## src/rtl/apb_store_pkg.sv

```systemverilog
// Shared types and constants for the APB sample store: FSM encoding,
// register addresses and bus widths.
package apb_store_pkg;

   localparam int APB_AW = 8;
   localparam int APB_DW = 32;

   localparam logic [APB_AW-1:0] ADDR_STATUS = 8'hF0;
   localparam logic [APB_AW-1:0] ADDR_LAST   = 8'hF1;

   typedef enum logic [1:0] {
      IDLE = 2'd0,
      WAIT = 2'd1,
      RESP = 2'd2
   } state_e;

   // True for the read-only status registers that sit above the storage window.
   function automatic logic is_status_reg(input logic [APB_AW-1:0] addr);
      return (addr == ADDR_STATUS) || (addr == ADDR_LAST);
   endfunction

endpackage

```

## src/rtl/apb_store_ram.sv

```systemverilog
// DEPTH x 32 storage array: synchronous write, combinational read,
// cleared by the asynchronous reset.
module apb_store_ram
   import apb_store_pkg::*;
#(
   parameter int DEPTH = 64,
   parameter int IW    = (DEPTH > 1) ? $clog2(DEPTH) : 1
) (
   input  logic              clk_i,
   input  logic              rst_ni,
   input  logic              we_i,
   input  logic [IW-1:0]     waddr_i,
   input  logic [APB_DW-1:0] wdata_i,
   input  logic [IW-1:0]     raddr_i,
   output logic [APB_DW-1:0] rdata_o
);

   logic [APB_DW-1:0] mem_q [DEPTH];

   always_ff @(posedge clk_i or negedge rst_ni) begin
      if (!rst_ni) begin
         for (int i = 0; i < DEPTH; i++) begin
            mem_q[i] <= '0;
         end
      end else if (we_i) begin
         mem_q[waddr_i] <= wdata_i;
      end
   end

   // Out-of-window indices are filtered by the caller's address decode.
   assign rdata_o = mem_q[raddr_i];

endmodule

```

## src/rtl/apb_sample_store.sv

```systemverilog
// APB3 completer holding the sampler's writes in a word array, with
// programmable wait states, error decode and read-only status registers.
module apb_sample_store
   import apb_store_pkg::*;
#(
   parameter int DEPTH       = 64,
   parameter int WAIT_STATES = 0
) (
   input  logic        pclk_i,
   input  logic        presetn_i,
   input  logic        psel_i,
   input  logic        penable_i,
   input  logic        pwrite_i,
   input  logic [7:0]  paddr_i,
   input  logic [31:0] pwdata_i,
   output logic        pready_o,
   output logic        pslverr_o,
   output logic [31:0] prdata_o,
   output logic        sample_vld_o,
   output logic [31:0] sample_data_o,
   output logic [15:0] wr_count_o
);

   localparam int         IW      = (DEPTH > 1) ? $clog2(DEPTH) : 1;
   localparam logic [8:0] DEPTH_L = 9'(DEPTH);
   localparam logic [2:0] WS_L    = 3'(WAIT_STATES);

   if (DEPTH < 1 || DEPTH > 240) begin : g_depth_chk
      $error("apb_sample_store: DEPTH must be in 1..240");
   end
   if (WAIT_STATES < 0 || WAIT_STATES > 7) begin : g_wait_chk
      $error("apb_sample_store: WAIT_STATES must be in 0..7");
   end

   state_e            state_q, state_d;
   logic [2:0]        wait_cnt_q, wait_cnt_d;
   logic [APB_AW-1:0] addr_q, addr_d;
   logic              write_q, write_d;
   logic [APB_DW-1:0] wdata_q, wdata_d;
   logic [APB_DW-1:0] rd_val_q, rd_val_d;
   logic              err_q, err_d;
   logic              pready_q, pready_d;
   logic              pslverr_q, pslverr_d;
   logic [APB_DW-1:0] prdata_q, prdata_d;
   logic              sample_vld_q, sample_vld_d;
   logic [APB_DW-1:0] sample_data_q, sample_data_d;
   logic [15:0]       wr_count_q, wr_count_d;
   logic [APB_AW-1:0] last_addr_q, last_addr_d;

   logic              ram_we;
   logic [APB_DW-1:0] ram_rdata;
   logic              is_mem;
   logic              setup_err;
   logic [APB_DW-1:0] setup_rdata;

   apb_store_ram #(.DEPTH(DEPTH), .IW(IW)) u_ram (
      .clk_i   (pclk_i),
      .rst_ni  (presetn_i),
      .we_i    (ram_we),
      .waddr_i (addr_q[IW-1:0]),
      .wdata_i (wdata_q),
      .raddr_i (paddr_i[IW-1:0]),
      .rdata_o (ram_rdata)
   );

   // Decode of the address presented in the setup phase; the read value is
   // captured here so the response reflects state at the setup edge.
   always_comb begin
      is_mem      = ({1'b0, paddr_i} < DEPTH_L);
      setup_err   = pwrite_i ? !is_mem : !(is_mem || is_status_reg(paddr_i));
      setup_rdata = '0;
      if (!pwrite_i) begin
         if (is_mem) begin
            setup_rdata = ram_rdata;
         end else if (paddr_i == ADDR_STATUS) begin
            setup_rdata = {16'h0, wr_count_q};
         end else if (paddr_i == ADDR_LAST) begin
            setup_rdata = {24'h0, last_addr_q};
         end
      end
   end

   always_comb begin
      state_d       = state_q;
      wait_cnt_d    = wait_cnt_q;
      addr_d        = addr_q;
      write_d       = write_q;
      wdata_d       = wdata_q;
      rd_val_d      = rd_val_q;
      err_d         = err_q;
      pready_d      = pready_q;
      pslverr_d     = pslverr_q;
      prdata_d      = prdata_q;
      sample_vld_d  = 1'b0;
      sample_data_d = sample_data_q;
      wr_count_d    = wr_count_q;
      last_addr_d   = last_addr_q;
      ram_we        = 1'b0;

      unique case (state_q)
         IDLE: begin
            if (psel_i && !penable_i) begin
               addr_d     = paddr_i;
               write_d    = pwrite_i;
               wdata_d    = pwdata_i;
               rd_val_d   = setup_rdata;
               err_d      = setup_err;
               wait_cnt_d = '0;
               if (WAIT_STATES == 0) begin
                  pready_d  = 1'b1;
                  prdata_d  = setup_rdata;
                  pslverr_d = setup_err;
                  state_d   = RESP;
               end else begin
                  state_d = WAIT;
               end
            end
         end

         WAIT: begin
            if (!psel_i) begin
               pready_d = 1'b0;
               state_d  = IDLE;
            end else if (penable_i) begin
               wait_cnt_d = wait_cnt_q + 3'd1;
               if (wait_cnt_d == WS_L) begin
                  pready_d  = 1'b1;
                  prdata_d  = rd_val_q;
                  pslverr_d = err_q;
                  state_d   = RESP;
               end
            end
         end

         RESP: begin
            // Both a normal completion and an abort leave the response cleared.
            if (psel_i && penable_i && pready_q && write_q && !err_q) begin
               ram_we        = 1'b1;
               wr_count_d    = wr_count_q + 16'd1;
               last_addr_d   = addr_q;
               sample_data_d = wdata_q;
               sample_vld_d  = 1'b1;
            end
            pready_d  = 1'b0;
            pslverr_d = 1'b0;
            prdata_d  = '0;
            state_d   = IDLE;
         end

         default: begin
            pready_d  = 1'b0;
            pslverr_d = 1'b0;
            prdata_d  = '0;
            state_d   = IDLE;
         end
      endcase
   end

   always_ff @(posedge pclk_i or negedge presetn_i) begin
      if (!presetn_i) begin
         state_q       <= IDLE;
         wait_cnt_q    <= '0;
         addr_q        <= '0;
         write_q       <= 1'b0;
         wdata_q       <= '0;
         rd_val_q      <= '0;
         err_q         <= 1'b0;
         pready_q      <= 1'b0;
         pslverr_q     <= 1'b0;
         prdata_q      <= '0;
         sample_vld_q  <= 1'b0;
         sample_data_q <= '0;
         wr_count_q    <= '0;
         last_addr_q   <= '0;
      end else begin
         state_q       <= state_d;
         wait_cnt_q    <= wait_cnt_d;
         addr_q        <= addr_d;
         write_q       <= write_d;
         wdata_q       <= wdata_d;
         rd_val_q      <= rd_val_d;
         err_q         <= err_d;
         pready_q      <= pready_d;
         pslverr_q     <= pslverr_d;
         prdata_q      <= prdata_d;
         sample_vld_q  <= sample_vld_d;
         sample_data_q <= sample_data_d;
         wr_count_q    <= wr_count_d;
         last_addr_q   <= last_addr_d;
      end
   end

   assign pready_o      = pready_q;
   assign pslverr_o     = pslverr_q;
   assign prdata_o      = prdata_q;
   assign sample_vld_o  = sample_vld_q;
   assign sample_data_o = sample_data_q;
   assign wr_count_o    = wr_count_q;

endmodule

```

## config.mk

```make
export PLATFORM = sky130hd
export DESIGN_NAME = apb_sample_store
export DESIGN_NICKNAME = d
export VERILOG_FILES = /design/src/rtl/apb_store_pkg.sv /design/src/rtl/apb_store_ram.sv /design/src/rtl/apb_sample_store.sv
export SDC_FILE = /design/constraint.sdc
export NUM_CORES = 2
export LEC_CHECK = 0
export ABC_CLOCK_PERIOD_IN_PS = 2800
export BUFFER_PORTS_ARGS = -buffer_cell sky130_fd_sc_hd__buf_2
export CORE_MARGIN = 2
export CORE_UTILIZATION = 40
export DETAILED_ROUTE_END_ITERATION = 10
export PLACE_DENSITY = 0.58
export SLEW_MARGIN = 20
export SYNTH_ARGS = -nofsm -noshare
export SYNTH_HDL_FRONTEND = slang
export SYNTH_SLANG_ARGS = --single-unit
```

## constraint.sdc

```tcl
create_clock -name pclk_i -period 2.8 [get_ports pclk_i]
set_clock_uncertainty 0.05 [all_clocks]
set_input_delay 0.14 -clock pclk_i [delete_from_list [all_inputs] [get_ports pclk_i]]
set_output_delay 0.14 -clock pclk_i [all_outputs]
set_load 0.05 [all_outputs]
```

**After elaboration in Yosys (flattened, before gate mapping)**

Cells that the tools add are included.

- Register bits after elaboration: 2,218
- Output and inout bits: 83
- Input port bits: 45

- Bitwise logic cells: 2
- Mux-type cells: 37
- Equality and inequality tests: 10
- Add/subtract/negate cells: 2
- Reductions and logical operators: 20
- Magnitude comparators: 4

Operators with widths:

| cell | number |
|---|---|
| 2048-bit bitwise mux | 1 |
| 32-bit 2-to-1 mux | 9 |
| 32-bit binary-select mux with 6-bit select | 1 |
| 32-bit demux with 6-bit select | 1 |
| 32-bit one-hot mux with 2 select lines | 1 |
| 16-bit by 1-bit adder with 16-bit output, second input constant | 1 |
| 8-bit equality test, second input constant | 2 |
| 16-bit 2-to-1 mux | 1 |
| 7-bit greater-or-equal comparator, second input constant | 2 |
| 6-bit NOT with 7-bit output | 2 |
| 1-bit 2-to-1 mux | 11 |
| 3-bit 2-to-1 mux | 3 |
| 8-bit by 7-bit less-than comparator with 1-bit output, second input constant | 1 |
| 2-bit 2-to-1 mux | 4 |
| 8-bit 2-to-1 mux | 1 |
| 2-bit != test, second input constant | 4 |
| 4-bit AND reduction | 2 |
| 7-bit by 1-bit less-than comparator with 1-bit output, second input constant | 1 |
| 1-bit logical AND | 6 |
| 3-bit != test, second input constant | 2 |
| 3-bit one-hot mux with 2 select lines | 1 |
| 1-bit zero test | 4 |
| 1-bit one-hot mux with 2 select lines | 2 |
| 2-bit one-hot mux with 2 select lines | 1 |
| other kinds (9) | 11 |

**Longest topological paths before layout**

- Word-level depth: 8
- Depth in mapped cells: 11
- Depth with buffers taken out: 7

**Modules after synthesis**

From an unflattened synthesis, not the netlist that was laid out.

- Cells, all modules: 6,312
- Area, all modules: 97,750.0 um2

Modules (own cells, without submodules):

| module | cells each | times used | seq. area each (um2) | area each (um2) |
|---|---|---|---|---|
| apb_store_ram | 5,788 | 1 | 51,249.2 | 92,511.2 |
| apb_sample_store | 524 | 1 | 3,328.2 | 5,238.8 |

**Worst setup path before layout**

Ideal clock, no wire load.

- Path type: reg-to-reg
- From: register pready_q, in the netlist pready_o
- To: register u_ram.mem_q[1430] in the netlist's numbering
- Setup time: 125 ps
- Setup slack: 216 ps
- Cell stages (with the launch flop): 8
- Clock period less this slack: 2,584 ps
- Arrival time: 2,409 ps
- Path buffers: 2
- Path through: dfrtp_1 -> nand4_1 -> or2_1 -> buf_2 -> or3_1 -> nor2_2 -> buf_4 -> mux2_2

- Word-level cells in the longest chain between the ends: 5

Ends and longest elaborated chain:

| what | line | RTL |
|---|---|---|
| start: declaration | apb_sample_store.sv:42 | `logic pready_q, pready_d;` |
| start signal: assignment | apb_sample_store.sv:183 | `pready_q <= pready_d;` |
| 1-bit logical AND (3 in series) | apb_sample_store.sv:137 | `if (psel_i && penable_i && pready_q && write_q && !err_q) begin` |
| 1-bit 2-to-1 mux | apb_sample_store.sv:137 |  |
| 1-bit 2-to-1 mux | apb_sample_store.sv:100 | `unique case (state_q)` |
| end signal: indexed assignment | apb_store_ram.sv:26 | `mem_q[waddr_i] <= wdata_i;` |
| end: declaration | apb_store_ram.sv:18 | `logic [APB_DW-1:0] mem_q [DEPTH];` |

Every way passes these cells.
A chain may end at the register's enable or synchronous reset.

==> impl_metrics.ini <==
[run_status]
run_status = complete, no violations

[cells_and_area]
finalInstanceArea_um2 = 114000
drive_gt1_frac = 0.522
layout.cells.non_filler = 10100
area_delta_synth_final_pct = 16.0
final_nets = 6727

[clocking]
cts_buffers = 229
ctsResizeCount = 0
cts_tree = built
root_buffer = clkbuf_16
clkLatencyLatePin_ps = 890
clock_path_buffers = 3
htreeDepth = 4
clkSinkCount = 2181
path_clk_slew_ps = 60

[synthesis]
synth_largest_area_cell = dfrtp_1
synth_xor_area_frac = 0.00133
synth.top_cell.area_share = 0.554
synth_area_leaders = dfrtp_1 55%, mux2_2 24%, mux4_2 11%
ys.flop_type = dfrtp_1
ys_types = 68
syn_area_um2 = 98500
ys_seq_area_frac = 0.554
synth_top_family_by_area = multiplexers
synth_edf_count = 0
synth_most_common_cell = dfrtp_1
synthMuxAreaShare = 0.369
syn_inst = 6436
yosys_warnings = 0
synth_fp_nets = 6482
postSynthAreaPerCell_um2 = 15.3
synth-seq-cells = 2181
async_flop_share = 1.00
synth_common_cells = 2181 x dfrtp_1, 2065 x mux2_2, 476 x mux4_2, 342 x nand2_1, 294 x clkbuf_1
synth_compound_area_frac = 0.0209
yosys.area_share.simple = 0.0240
synthAdderAreaFrac = 0.000127

[floorplanning]
die_w_um = 500
io_pins = 128
core-area_um2 = 245000
die_y_um = 500
num_rows = 182
initial_core_util = 0.401
fp.dieArea_um2 = 250000

[worst_setup_path]
worstSetupStartpointType = register
arrival_ps = 3460
critical_path.endpoint_type = register
reg2regPathDepth = 7
critPathLaunch = pready_o
path_cells = buf_4 > or2_4 > inv_2 > buf_4 > nand2_1 > nand2_1 > dlygate4sd3_1
critPathKind = register to register
r2r-start = pready_o
worstPathMaxFanout = 39
reg2reg_to = wdata_q[23]
worst_ep_required_time_ps = 3570
critPathMaxStageDelay_ps = 700
crit_slowest_cell = buf_4
r2r_setup_slack_ps = 100

[pwr]
p_sw_frac = 0.258
p_leak_nw = 55.3
internal_power_w = 0.0509
pwr-share-comb = 0.078
p_per_area_nw_per_um2 = 600
netSwitchingPower_w = 0.0177
power_frac_clock = 0.443
seq_power_share = 0.479
ir_drop_v = 0.000613

[drt]
drtPass1Iterations = 9
first_iter_violations = 4173
wire_per_inst_um = 28.5
vias_per_cell = 5.73
postRouteAntennaNets = 0
drc = 0
vias = 57800
wl_um = 288000

[hold_path]
min_to = addr_q[7]
hold_path_depth = 4
hp-class = primary input to register
hp-start = paddr_i[7]

[run]
cap_violations = 0

[sta]
worstMarginPinSlew_ps = 1130
finalHoldViolCount = 0
setup_viol = 0
fin_ws_ps = 104
relSlewSlack = 0.247
rsz0062_at_grt = false
max_freq_mhz = 371
post-route-period-util = 0.963
min_period_ps = 2700
slew_violations = 0

[placed_design]
pre_cts_ws_ps = -249
gp_congestion = 0.830
dpl_cell_area_um2 = 106000
dp_cells = 9583
hpwlAfterDp_um = 183000
io_buffers = 127

[global_routing]
grt_pass1_vias = 62000
grtUsageMet2 = 0.374
grt_overflow_total = 0
grt-busiest-layer = met2
grt_antenna_before_repair = 10
grtUsageMet1 = 0.321
grt_pass1_wl_um = 428000
grt_max_degree = 118
grt.total_usage = 0.231
use_met3 = 0.0319
## registers in the layout, summed over array words and instances, names as in the netlist
name           flops
u_ram.mem_q     2048
prdata_o          32
sample_data_o     32
wdata_q           32
wr_count_o        16
addr_q             8
last_addr_q        8
err_q              1
pready_o           1
pslverr_o          1
sample_vld_o       1
write_q            1
## worst max path at each step
stage | end | slack, ps | cells past startpoint
finish | wdata_q[23] | 100 | 7
detailed placement | prdata_o[16] | -250 | 8
global placement | prdata_o[16] | -320 | 8
global route | wdata_q[23] | 10 | 7
CTS | wdata_q[23] | 120 | 7
floorplan | u_ram.mem_q[1430] | 220 | 7
## worst max-delay path, delay by kind of cell (launching register included)
family	cells	cell delay (ps)
buffers and inverters	4	1540
AND/OR/NAND/NOR	3	640
flip-flops	1	380
## per-stage QoR
| step | utilization | power (W) | TNS (ps) | hold WS (ps) |
|---|---|---|---|---|
| after detailed placement | 0.431 | 0.0387 | -721 | 144 |
| final | 0.466 | 0.0686 | 0 | 77.5 |
| after CTS | 0.466 | 0.0693 | 0 | 4.97 |
| after global routing | 0.466 | 0.0711 | 0 | 64.7 |
| after floorplan | - | 0.0358 | 0 | -206 |
| after global placement | 0.431 | 0.0386 | -1070 | 158 |
## layout make-up
class	count	area (um2)
sequential	2181	54600
clock inverter	58	724
inverter	9	38.8
timing repair buffer	647	6710
clock buffer	360	6820
multi-input combinational	3613	41400
antenna	8	20.0
fill	21200	131000
tap	3220	4030
## layout by cell type (no fill, tap or decap), types with 16 or more instances in the layout
cell / netlist / layout
a21oi_1: 27 / 27
a221oi_1: 16 / 16
a22oi_1: 39 / 39
buf_12: 0 / 152
buf_2: 221 / 123
buf_4: 47 / 282
clkbuf_1: 294 / 72
clkbuf_16: 0 / 230
clkbuf_8: 0 / 58
clkinv_2: 0 / 33
dfrtp_1: 2181 / 2149
dfrtp_2: 0 / 31
dlygate4sd3_1: 0 / 86
mux2_1: 32 / 32
mux2_2: 2065 / 2065
mux2i_1: 185 / 185
mux4_2: 476 / 476
nand2_1: 342 / 323
nand2_2: 1 / 20
nand3_1: 23 / 23
nor2_1: 82 / 41
nor2_4: 0 / 44
o21ai_0: 41 / 41
o22ai_1: 51 / 51
## per-layer routing
metal	vias to the layer above	share of wire
li1	24200	-
met1	32000	0.44
met2	1270	0.48
met3	439	0.044
met4	0	0.033
met5	-	0
## power by group through the flow
stage / Sequential, W / Combinational (W) / Clock [W]
after floorplan: 0.0332 / 0.00257 / 0
after global placement: 0.0334 / 0.00520 / 0
after detailed placement: 0.0334 / 0.00527 / 0
after CTS: 0.0328 / 0.00542 / 0.0311
after global routing: 0.0329 / 0.00576 / 0.0325
final: 0.0329 / 0.00536 / 0.0304
## logic make-up after synthesis
kind of cell	Yosys count
adders and majority gates	1
muxes	2766
and+or+nand+nor	546
xor gates and xnor gates	15
buffers and inverters	642
AOI/OAI and AO/OA	285
DFF	2181
## repair_timing
item / in CTS / in global routing
setup buffers: 0 / 0
setup endpoints to repair: 0 / 0
hold buffers: 87 / 0
endpoints found under the hold margin: 1970 / 0
No activity file was read; power rests on OpenSTA's default activity.
